$ cat config.mk
export PLATFORM = sky130hd
export DESIGN_NAME = sequenciador_programa
export DESIGN_NICKNAME = d
export VERILOG_FILES = /design/src/rtl/proc_pkg.sv /design/src/rtl/contador_programa.sv /design/src/rtl/sequenciador_programa.sv
export SDC_FILE = /design/constraint.sdc
export NUM_CORES = 1
export LEC_CHECK = 0
export ABC_AREA = 1
export BUFFER_PORTS_ARGS = -buffer_cell sky130_fd_sc_hd__buf_2
export CAP_MARGIN = 20
export CORE_UTILIZATION = 55
export DETAILED_ROUTE_END_ITERATION = 12
export GPL_ROUTABILITY_DRIVEN = 0
export GPL_TIMING_DRIVEN = 0
export PLACE_DENSITY = 0.8
export SYNTH_ARGS = -nofsm -noshare
export SYNTH_HDL_FRONTEND = slang
export SYNTH_HIERARCHICAL = 1
export SYNTH_SLANG_ARGS = --single-unit
$ cat constraint.sdc
create_clock -name Clock -period 4 [get_ports Clock]
set_input_delay 1 -clock Clock [delete_from_list [all_inputs] [get_ports Clock]]
set_output_delay 1 -clock Clock [all_outputs]
set_load 0.05 [all_outputs]
$ cat src/rtl/proc_pkg.sv
// rtl/proc_pkg.sv - shared opcodes, sequencer state encoding and instruction field positions
package proc_pkg;

  localparam int INSTR_W = 16;
  localparam int OPC_MSB = 8;
  localparam int OPC_LSB = 6;

  localparam logic [2:0] OP_MV  = 3'b000;
  localparam logic [2:0] OP_MVI = 3'b001;
  localparam logic [2:0] OP_ADD = 3'b010;
  localparam logic [2:0] OP_SUB = 3'b011;

  typedef enum logic [3:0] {
    IDLE,
    FETCH_I,
    LATCH_I,
    LATCH_IMM,
    ISSUE,
    IMM,
    WAIT_DONE,
    HALT,
    ERRO
  } seq_state_e;

endpackage

$ cat src/rtl/contador_programa.sv
// rtl/contador_programa.sv - program counter with clear and +1/+2 steps
module contador_programa #(
  parameter int ADDR_W = 8
) (
  input  logic              clk_i,
  input  logic              rst_n_i,
  input  logic              clr_i,
  input  logic              inc1_i,
  input  logic              inc2_i,
  output logic [ADDR_W-1:0] pc_o
);

  logic [ADDR_W-1:0] pc_q;
  logic [ADDR_W-1:0] pc_d;

  // Clear wins over the increments; +2 skips the mvi immediate word.
  always_comb begin
    pc_d = pc_q;
    if (clr_i) begin
      pc_d = '0;
    end else if (inc2_i) begin
      pc_d = pc_q + ADDR_W'(2);
    end else if (inc1_i) begin
      pc_d = pc_q + ADDR_W'(1);
    end
  end

  always_ff @(posedge clk_i or negedge rst_n_i) begin
    if (!rst_n_i) begin
      pc_q <= '0;
    end else begin
      pc_q <= pc_d;
    end
  end

  assign pc_o = pc_q;

endmodule

$ cat src/rtl/sequenciador_programa.sv
// rtl/sequenciador_programa.sv - feeds ROM instructions to the processor DIN/Run/Done handshake
module sequenciador_programa
  import proc_pkg::*;
#(
  parameter int ADDR_W  = 8,
  parameter int TIMEOUT = 15
) (
  input  logic              Clock,
  input  logic              Resetn,
  input  logic              Start,
  input  logic [ADDR_W-1:0] addr_fim,
  output logic [ADDR_W-1:0] mem_addr,
  input  logic [15:0]       mem_data,
  output logic [15:0]       proc_DIN,
  output logic              proc_Run,
  input  logic              proc_Done,
  output logic              Busy,
  output logic              Halted,
  output logic              erro,
  output logic [15:0]       instr_count
);

  localparam int WD_W = $clog2(TIMEOUT + 2);

  seq_state_e          state_q;
  logic [ADDR_W-1:0]   pc;
  logic [ADDR_W-1:0]   pc_plus1;
  logic [ADDR_W-1:0]   fim_q;
  logic [INSTR_W-1:0]  instr_q;
  logic [INSTR_W-1:0]  imm_q;
  logic [INSTR_W-1:0]  din_q;
  logic [15:0]         count_q;
  logic [WD_W-1:0]     wd_q;
  logic                run_q;
  logic                busy_q;
  logic                halted_q;
  logic                erro_q;

  logic start_ok;
  logic fetch_mvi;
  logic instr_mvi;
  logic done_ok;
  logic at_end;
  logic wd_expired;
  logic pc_inc1;
  logic pc_inc2;

  assign start_ok   = Start && (state_q inside {IDLE, HALT, ERRO});
  assign fetch_mvi  = mem_data[OPC_MSB:OPC_LSB] == OP_MVI;
  assign instr_mvi  = instr_q[OPC_MSB:OPC_LSB] == OP_MVI;
  assign pc_plus1   = pc + ADDR_W'(1);
  assign done_ok    = (state_q inside {IMM, WAIT_DONE}) && proc_Done;
  // The immediate address counts as part of the mvi for the end-of-program test.
  assign at_end     = (pc == fim_q) || (instr_mvi && (pc_plus1 == fim_q));
  assign wd_expired = (wd_q + WD_W'(1)) == WD_W'(TIMEOUT);
  assign pc_inc1    = done_ok && !at_end && !instr_mvi;
  assign pc_inc2    = done_ok && !at_end && instr_mvi;

  contador_programa #(
    .ADDR_W (ADDR_W)
  ) u_pc (
    .clk_i   (Clock),
    .rst_n_i (Resetn),
    .clr_i   (start_ok),
    .inc1_i  (pc_inc1),
    .inc2_i  (pc_inc2),
    .pc_o    (pc)
  );

  // The ROM is synchronous, so the address must be combinational to keep the fetch cadence.
  always_comb begin
    mem_addr = '0;
    case (state_q)
      FETCH_I: mem_addr = pc;
      LATCH_I: mem_addr = fetch_mvi ? pc_plus1 : pc;
      default: mem_addr = '0;
    endcase
  end

  always_ff @(posedge Clock or negedge Resetn) begin
    if (!Resetn) begin
      state_q  <= IDLE;
      fim_q    <= '0;
      instr_q  <= '0;
      imm_q    <= '0;
      din_q    <= '0;
      count_q  <= '0;
      wd_q     <= '0;
      run_q    <= 1'b0;
      busy_q   <= 1'b0;
      halted_q <= 1'b0;
      erro_q   <= 1'b0;
    end else begin
      run_q <= 1'b0;
      din_q <= '0;
      case (state_q)
        IDLE, HALT, ERRO: begin
          if (Start) begin
            count_q  <= '0;
            fim_q    <= addr_fim;
            state_q  <= FETCH_I;
            busy_q   <= 1'b1;
            halted_q <= 1'b0;
            erro_q   <= 1'b0;
          end
        end
        FETCH_I: state_q <= LATCH_I;
        LATCH_I: begin
          instr_q <= mem_data;
          if (fetch_mvi) begin
            state_q <= LATCH_IMM;
          end else begin
            state_q <= ISSUE;
            run_q   <= 1'b1;
            din_q   <= mem_data;
          end
        end
        LATCH_IMM: begin
          imm_q   <= mem_data;
          state_q <= ISSUE;
          run_q   <= 1'b1;
          din_q   <= instr_q;
        end
        ISSUE: begin
          wd_q <= '0;
          if (instr_mvi) begin
            state_q <= IMM;
            din_q   <= imm_q;
          end else begin
            state_q <= WAIT_DONE;
          end
        end
        IMM, WAIT_DONE: begin
          if (proc_Done) begin
            count_q <= count_q + 16'd1;
            if (at_end) begin
              state_q  <= HALT;
              busy_q   <= 1'b0;
              halted_q <= 1'b1;
            end else begin
              state_q <= FETCH_I;
            end
          end else if (wd_expired) begin
            state_q <= ERRO;
            busy_q  <= 1'b0;
            erro_q  <= 1'b1;
          end else begin
            wd_q    <= wd_q + WD_W'(1);
            state_q <= WAIT_DONE;
            din_q   <= instr_mvi ? imm_q : '0;
          end
        end
        default: state_q <= IDLE;
      endcase
    end
  end

  assign proc_DIN    = din_q;
  assign proc_Run    = run_q;
  assign Busy        = busy_q;
  assign Halted      = halted_q;
  assign erro        = erro_q;
  assign instr_count = count_q;

endmodule

* Word level (Yosys, flattened, before mapping)
Cells that the tools add are included.
** Operators by class
- $add $sub $neg :: 4
- Eq/ne operators :: 21
- Multiplexer cells :: 37
- Reductions and logical operators :: 23
** Operators with widths (number)
- $mux W16 :: 6
- $pmux W16 S4 :: 1
- $mux W8 :: 4
- $pmux W16 S2 :: 1
- $pmux W4 S6 :: 1
- $add A16 B1 Y16 const B :: 1
- $eq A4 B3 Y1 const B :: 4
- $eq A8 B8 Y1 :: 2
- $pmux W8 S2 :: 1
- $mux W4 :: 3
- $ne A2 B2 Y1 const B :: 6
- $reduce_and A4 Y1 :: 3
- $mux W1 :: 10
- $mux W5 :: 2
- $pmux W5 S2 :: 1
- $add A8 B1 Y8 const B :: 1
- $add A8 B2 Y8 const B :: 1
- $eq A4 B2 Y1 const B :: 2
- $pmux W1 S2 :: 4
- $eq A3 B1 Y1 const B :: 2
- $logic_and A1 B1 Y1 :: 6
- $mux W3 :: 2
- $ne A3 B3 Y1 const B :: 2
- $reduce_and A3 Y1 :: 2
- 13 further kinds :: 17
** Storage, ports and cells
- Register bits :: 93
- Input port bits :: 28
- Output and inout port bits :: 44
- Logic and storage cells :: 97

* Longest topological paths before layout
Gate-level depths: netlist (run 1).
- Word-level depth :: 10
- Mapped depth :: 18
- Mapped depth without buffers :: 18

* Cells and area by module
The synthesis (run 1) kept the hierarchy.
** By module, submodules not included
- sequenciador_programa :: times used 1, cells each 565, area each 4379.2 sq um, sequential area each 2127.0 sq um
- contador_programa :: times used 1, cells each 71, area each 520.5 sq um, sequential area each 200.2 sq um

* Least setup slack after synthesis (run 1)
OpenSTA, ideal clock, no wires.
- Path kind :: input -> output
- From :: in mem_data[7]
- To :: out mem_addr[2]
- Arrival time :: 2.730 ns
- Data required time :: 3.000 ns
- Path slack :: 0.270 ns
- Cell stages on the path :: 5
- Path buffers :: 0
- Cells stage by stage :: inv_1 -> nand3_1 -> nor2_1 -> inv_1 -> o32ai_1
** On the way
- Word-level cells in the longest chain between the ends :: 3
** RTL lines
- from (decl) :: line sequenciador_programa.sv:13 : input logic [15:0] mem_data,
- $eq A3 B1 Y1 :: line sequenciador_programa.sv:49 : assign fetch_mvi = mem_data[OPC_MSB:OPC_LSB] == OP_MVI;
- $mux W8 :: line sequenciador_programa.sv:75 : LATCH_I: mem_addr = fetch_mvi ? pc_plus1 : pc;
- $pmux W8 S2 :: line sequenciador_programa.sv:73 : case (state_q)
- to (decl) :: line sequenciador_programa.sv:12 : output logic [ADDR_W-1:0] mem_addr,
Every way passes these cells.

* Worst setup path after layout (run 1)
- From :: in mem_data[8]
- To :: out mem_addr[2]
Same word-level chain as after synthesis.

==> results of run 1 <==
[worst paths after layout]
check | startpoint | endpoint | cells past startpoint
max reg2reg | u_pc/pc_o[2]$_DFFE_PN0P_ | u_pc/pc_o[5]$_DFFE_PN0P_ | 13
min in group asynchronous | Resetn | proc_DIN[2]$_DFF_PN0_ | 1
max in group asynchronous | Resetn | fim_q[5]$_DFFE_PN0P_ | 2
max | mem_data[8] | mem_addr[2] | 7
min reg2reg | imm_q[2]$_DFFE_PN0P_ | imm_q[2]$_DFFE_PN0P_ | 2
min | imm_q[2]$_DFFE_PN0P_ | imm_q[2]$_DFFE_PN0P_ | 2
[critical path, stage by stage]
cell	delay, ps
buf_2	110
inv_1	70
nand3_1	120
nor2_1	310
inv_1	190
o32ai_1	330
buf_2	330
[synthesized netlist by cell type (3+ instances only)]
master	count	area [sq um]
o22ai_1	6	37.5
inv_1	67	251
xor2_1	13	114
nand2_4	4	45.0
clkbuf_1	6	22.5
ha_1	6	75.1
a21oi_1	27	135
nor3_1	11	55.1
clkinv_1	5	18.8
nand4_1	13	81.3
nand3_1	50	250
dfrtp_1	93	2330
nor2_2	5	31.3
nand2_1	214	803
nor2_1	53	199
buf_2	4	20.0
xnor2_1	3	26.3
o21ai_0	28	140
nand3_2	6	60.1
[state kept, by name, summed over array words and instances (netlist names)]
name and count:
Busy 1, Halted 1, erro 1, fim_q 8, imm_q 16, instr_count 16
instr_q 16, proc_DIN 16, proc_Run 1, state_q 4, u_pc/pc_o 8, wd_q 5
[routing by layer]
metal	GRT usage [%]	vias up	share of wire (%)
met5	0	-	0
li1	-	2207	-
met2	42.6	145	48
met3	4.07	16	5.5
met1	35.3	2107	45
met4	8.58	0	1.5
[through the flow]
| step | cells | util [%] | total power, uW | worst slack (ps) |
|---|---|---|---|---|
| global placement | 815 | 62.1 | 3300 | 571 |
| detailed placement | 816 | 62.5 | 3380 | 590 |
| CTS | 832 | 64.9 | 4050 | 556 |
| global route | 832 | 64.9 | 4330 | 401 |
| floorplan | 636 | - | 2890 | 270 |
| finish | 832 | 64.9 | 4040 | 544 |
[where the power goes]
group / switching [uW] / leakage, uW / total, uW / internal (uW)
clock: 363 / 0.000108 / 667 / 305
combinational: 1350 / 0.00174 / 1850 / 507
sequential: 235 / 0.00120 / 1520 / 1280
total: 1940 / 0.00305 / 4040 / 2090
[cell families (layout without fill, tap and decap cells)]
family	after synthesis	in the layout	synth area share [%]
xor gates and xnor gates	16	16	2.86
AOI/OAI and AO/OA	69	69	7.74
adders and majority gates	6	6	1.53
DFF	93	93	47.5
and+or+nand+nor	365	365	33.4
buffers and inverters	87	175	7.00
[area by class of cell]
type                    count  area [sq um]  share of cell area, %
clock buffers               9           124                   2.20
flip-flops and latches     93          2330                   41.3
plain buffers              13          65.1                   1.16
multi-input cells         456          2230                   39.6
inverters                  74           278                   4.93
clock inverters             7          85.1                   1.51
repair buffers             72           385                   6.85
well taps                 108           135                   2.40
==> flow_summary.json, run 1 <==
{
  "io_pins": 72,
  "slew_headroom_pct": 55.7,
  "synth-edff-count": 0,
  "endpoint_kind": "output port",
  "hpwlAfterDp_microns": 8350,
  "reg2reg_slack_ps": 1210,
  "synth.avg_cell_area_sq_um": 7.70,
  "wire_per_inst_microns": 13.6,
  "synth_area_sq_um": 4900,
  "grt_pass1_vias": 3988,
  "fp.dieH_microns": 96.4,
  "fin_worst_skew_ps": 15.6,
  "rsz0062_at_grt": "false",
  "layout_commonest_cell": "nand2_1",
  "power.density_nw_per_um2": 717,
  "grt_start_max_net_pins": 52,
  "rows": 34,
  "cts-root-buf": "clkbuf_8",
  "finish.net_count": 753,
  "synth_ff_type": "dfrtp_1",
  "initial_core_util_pct": 56.5,
  "drive_gt1_share_pct": 16.6,
  "hp-class": "reg -> reg",
  "cp_max_fo": 6,
  "crit_type": "in -> out",
  "worstMarginPinSlew_ps": 659,
  "coreArea_sq_um": 8680,
  "placed_cell_area_sq_um": 5420,
  "min_period_ps": 3460,
  "areaGrowthSynthToFinish_pct": 14.9,
  "port_buffers": 71,
  "viasPerCell": 5.38,
  "final_cell_mix": "214 x nand2_1, 93 x dfrtp_1, 74 x buf_2, 67 x inv_1, 53 x nor2_1",
  "async_flop_share_pct": 100,
  "crit_arrival_ps": 2460,
  "overflow": 0,
  "drv_cap": 0,
  "grt_usage_pct": 25.9,
  "fmax_ghz": 0.289,
  "cts-resized-gates": 0,
  "clk_latency_ps": 370,
  "hold_viol": 0,
  "vias": 4475,
  "drt_iter0_markers": 269,
  "stdcell_area_sq_um": 5630,
  "ys_warn_count": 6,
  "ys_seq_area_share_pct": 47.5,
  "drc": 0,
  "diodes": 0,
  "fin_setup_tns_ps": 0,
  "fillers": 746,
  "finalSetupViolations": 0,
  "dieArea_sq_um": 9290,
  "ys_types": 36,
  "ys_ff_latch": 93,
  "drtPass1Iterations": 6,
  "cts.sink_count": 93,
  "cts_made_buffers": 9,
  "status": "finished clean",
  "die_w_microns": 96.4,
  "leakage_uw": 0.00305,
  "tritoncts": "yes",
  "slew_violations": 0,
  "crit_required_ps": 3000,
  "grt_antenna_before_repair": 0,
  "clockBufferDepth": 2,
  "ant_nets": 0,
  "grt_pass1_wl_microns": 18400,
  "clk_pin_slew_ps": 110,
  "syn-num-nets": 670,
  "irDropWorstVdd_mv": 0.441,
  "critPathLaunchType": "input pin",
  "whs_ps": 486,
  "wl_microns": 11300,
  "fin_crit_sh_pct": 86.4,
  "synthCells": 636,
  "h-tree-depth": 3,
  "ctsHoldBuffers": 0,
  "cts_setup_buffers": 0
}
No activity file was read; power rests on OpenSTA's default activity.
==> run 2: changes to the inputs <==
- CELL_PAD_IN_SITES_DETAIL_PLACEMENT: default -> 1
- CELL_PAD_IN_SITES_GLOBAL_PLACEMENT: default -> 1
- CORE_UTILIZATION: 55 -> 45
- PLACE_DENSITY: 0.8 -> 0.88
==> run 2 against run 1 <==
- maximum frequency fell by 5.2%
- register-to-register slack got worse by 20 ps
- total power rose by 2.1%
- combinational power rose by 4%
- via count rose by 3.0%
- worst hold slack got worse by 2.8 ps
- first-iteration DRC count fell by 26%
- die area rose by 22%
==> flow_summary.json, run 2 (same netlist as run 1, synthesis figures left out) <==
{
  "cts.sink_count": 93,
  "grt_antenna_before_repair": 0,
  "rsz0062_at_grt": "false",
  "wire_per_inst_microns": 16.5,
  "drive_gt1_share_pct": 16.3,
  "hold_start": "imm_q[5]$_DFFE_PN0P_",
  "endpoint_kind": "output port",
  "dieArea_sq_um": 11300,
  "drt_iter0_markers": 199,
  "finish.net_count": 753,
  "rows": 37,
  "io_pins": 72,
  "clockBufferDepth": 2,
  "initial_core_util_pct": 46.8,
  "final_cell_mix": "214 x nand2_1, 93 x dfrtp_1, 74 x buf_2, 67 x inv_1, 53 x nor2_1",
  "fmax_ghz": 0.274,
  "grt_pass1_wl_microns": 23700,
  "reg2reg_slack_ps": 1190,
  "crit_required_ps": 3000,
  "layout_commonest_cell": "nand2_1",
  "die_w_microns": 106,
  "ant_nets": 0,
  "multi_input_area_sq_um": 2230,
  "viasPerCell": 5.36,
  "finalSetupViolations": 0,
  "worstMarginPinSlew_ps": 709,
  "diodes": 0,
  "hp-class": "reg -> reg",
  "ctsHoldBuffers": 0,
  "path_cells": "inv_1 -> nand3_2 -> clkinv_1 -> a21oi_1 -> o21ai_0 -> buf_2",
  "grt_usage_pct": 26.8,
  "route.met3.wl_microns": 459,
  "fin_worst_skew_ps": 9.67,
  "clk_latency_ps": 370,
  "drtPass1Iterations": 4,
  "coreArea_sq_um": 10500,
  "slew_headroom_pct": 52.7,
  "irDropWorstVdd_mv": 0.318,
  "status": "finished clean",
  "path_delay_family": "compound AO/OA/AOI/OAI gates",
  "wl_met1_microns": 6420,
  "slowest_delay_ps": 670,
  "cp_max_fo": 10,
  "critPathLaunchType": "flip-flop",
  "critPathSlowestCell": "a21oi_1",
  "fp.dieH_microns": 106,
  "cts-root-buf": "clkbuf_8",
  "drc": 0,
  "crit_type": "reg -> out",
  "cts_made_buffers": 9,
  "hpwlAfterDp_microns": 10300,
  "fillers": 1390,
  "fin_crit_sh_pct": 91.2,
  "r2r-start": "u_pc/pc_o[2]$_DFFE_PN0P_",
  "hold_viol": 0,
  "route.top_layer_used": "met4",
  "leakage_uw": 0.00304,
  "vias": 4609,
  "crit_arrival_ps": 2650,
  "slew_violations": 0,
  "crit_path_start": "state_q[0]$_DFFE_PN0N_",
  "overflow": 0,
  "wl_met2_microns": 7090,
  "wl_microns": 14200,
  "port_buffers": 71,
  "cts-resized-gates": 0,
  "crit_buf_inv": 3,
  "h-tree-depth": 3,
  "seqCellArea_sq_um": 2330,
  "drv_cap": 0,
  "dp.cells": 844,
  "grt_pass1_vias": 4853,
  "min_period_ps": 3650,
  "power.density_nw_per_um2": 729,
  "grt_start_max_net_pins": 68,
  "final_cells": 860,
  "clk_pin_slew_ps": 100,
  "areaGrowthSynthToFinish_pct": 15.4,
  "fin_setup_tns_ps": 0,
  "tritoncts": "yes",
  "cts_setup_buffers": 0
}
[run 2: changes by cell type in the layout (fill, tap and decap cells not counted), sizes merged]
cell,previous run,this run
clkbuf,15,18
clkinv,5,6
clkinvlp,0,1
inv,75,70
[run 2: area by class of cell]
cell class / count / share of cell area [%]
plain buffers: 13 / 1.15
inverters: 74 / 4.91
repair buffers: 72 / 6.81
clock buffers: 12 / 2.57
well taps: 136 / 3.01
multi-input cells: 456 / 39.4
clock inverters: 4 / 0.973
flip-flops and latches: 93 / 41.2
[run 2: per-layer routing]
layer | vias up | track usage, %
met5 | - | 0
met3 | 19 | 3.00
met1 | 2294 | 34.7
met2 | 88 | 46.3
li1 | 2208 | -
met4 | 0 | 9.72
[run 2: worst min-delay path, delay by kind of cell, from the launching register on]
family | cells | cell delay [ps]
flip-flops | 1 | 360
AND/OR/NAND/NOR | 2 | 100
[run 2: metrics by stage]
step                      utilization [%]  area [sq um]  hold WS, ps  worst slack [ps]  total power, uW
after floorplan                         -          4900          443               270             2890
after global placement               51.9          5430          454               395             3340
after detailed placement             52.1          5460          462               389             3470
after CTS                            54.1          5660          485               352             4140
after global routing                 54.1          5660          498               182             4400
final                                54.1          5660          483               353             4120
[run 2: power breakdown]
part / total [uW] / internal [uW] / switching [uW]
combinational: 1920 / 508 / 1410
sequential: 1540 / 1280 / 257
clock: 669 / 311 / 359
total: 4120 / 2100 / 2020
[run 2: final timing paths]
kind | end | cells after the start
worst min register to register | imm_q[5]$_DFFE_PN0P_ | 2
min in group asynchronous | proc_DIN[9]$_DFF_PN0_ | 1
max in group asynchronous | u_pc/pc_o[3]$_DFFE_PN0P_ | 2
worst min-delay path | imm_q[5]$_DFFE_PN0P_ | 2
worst max-delay path | mem_addr[0] | 6
worst max register to register | u_pc/pc_o[7]$_DFFE_PN0P_ | 14
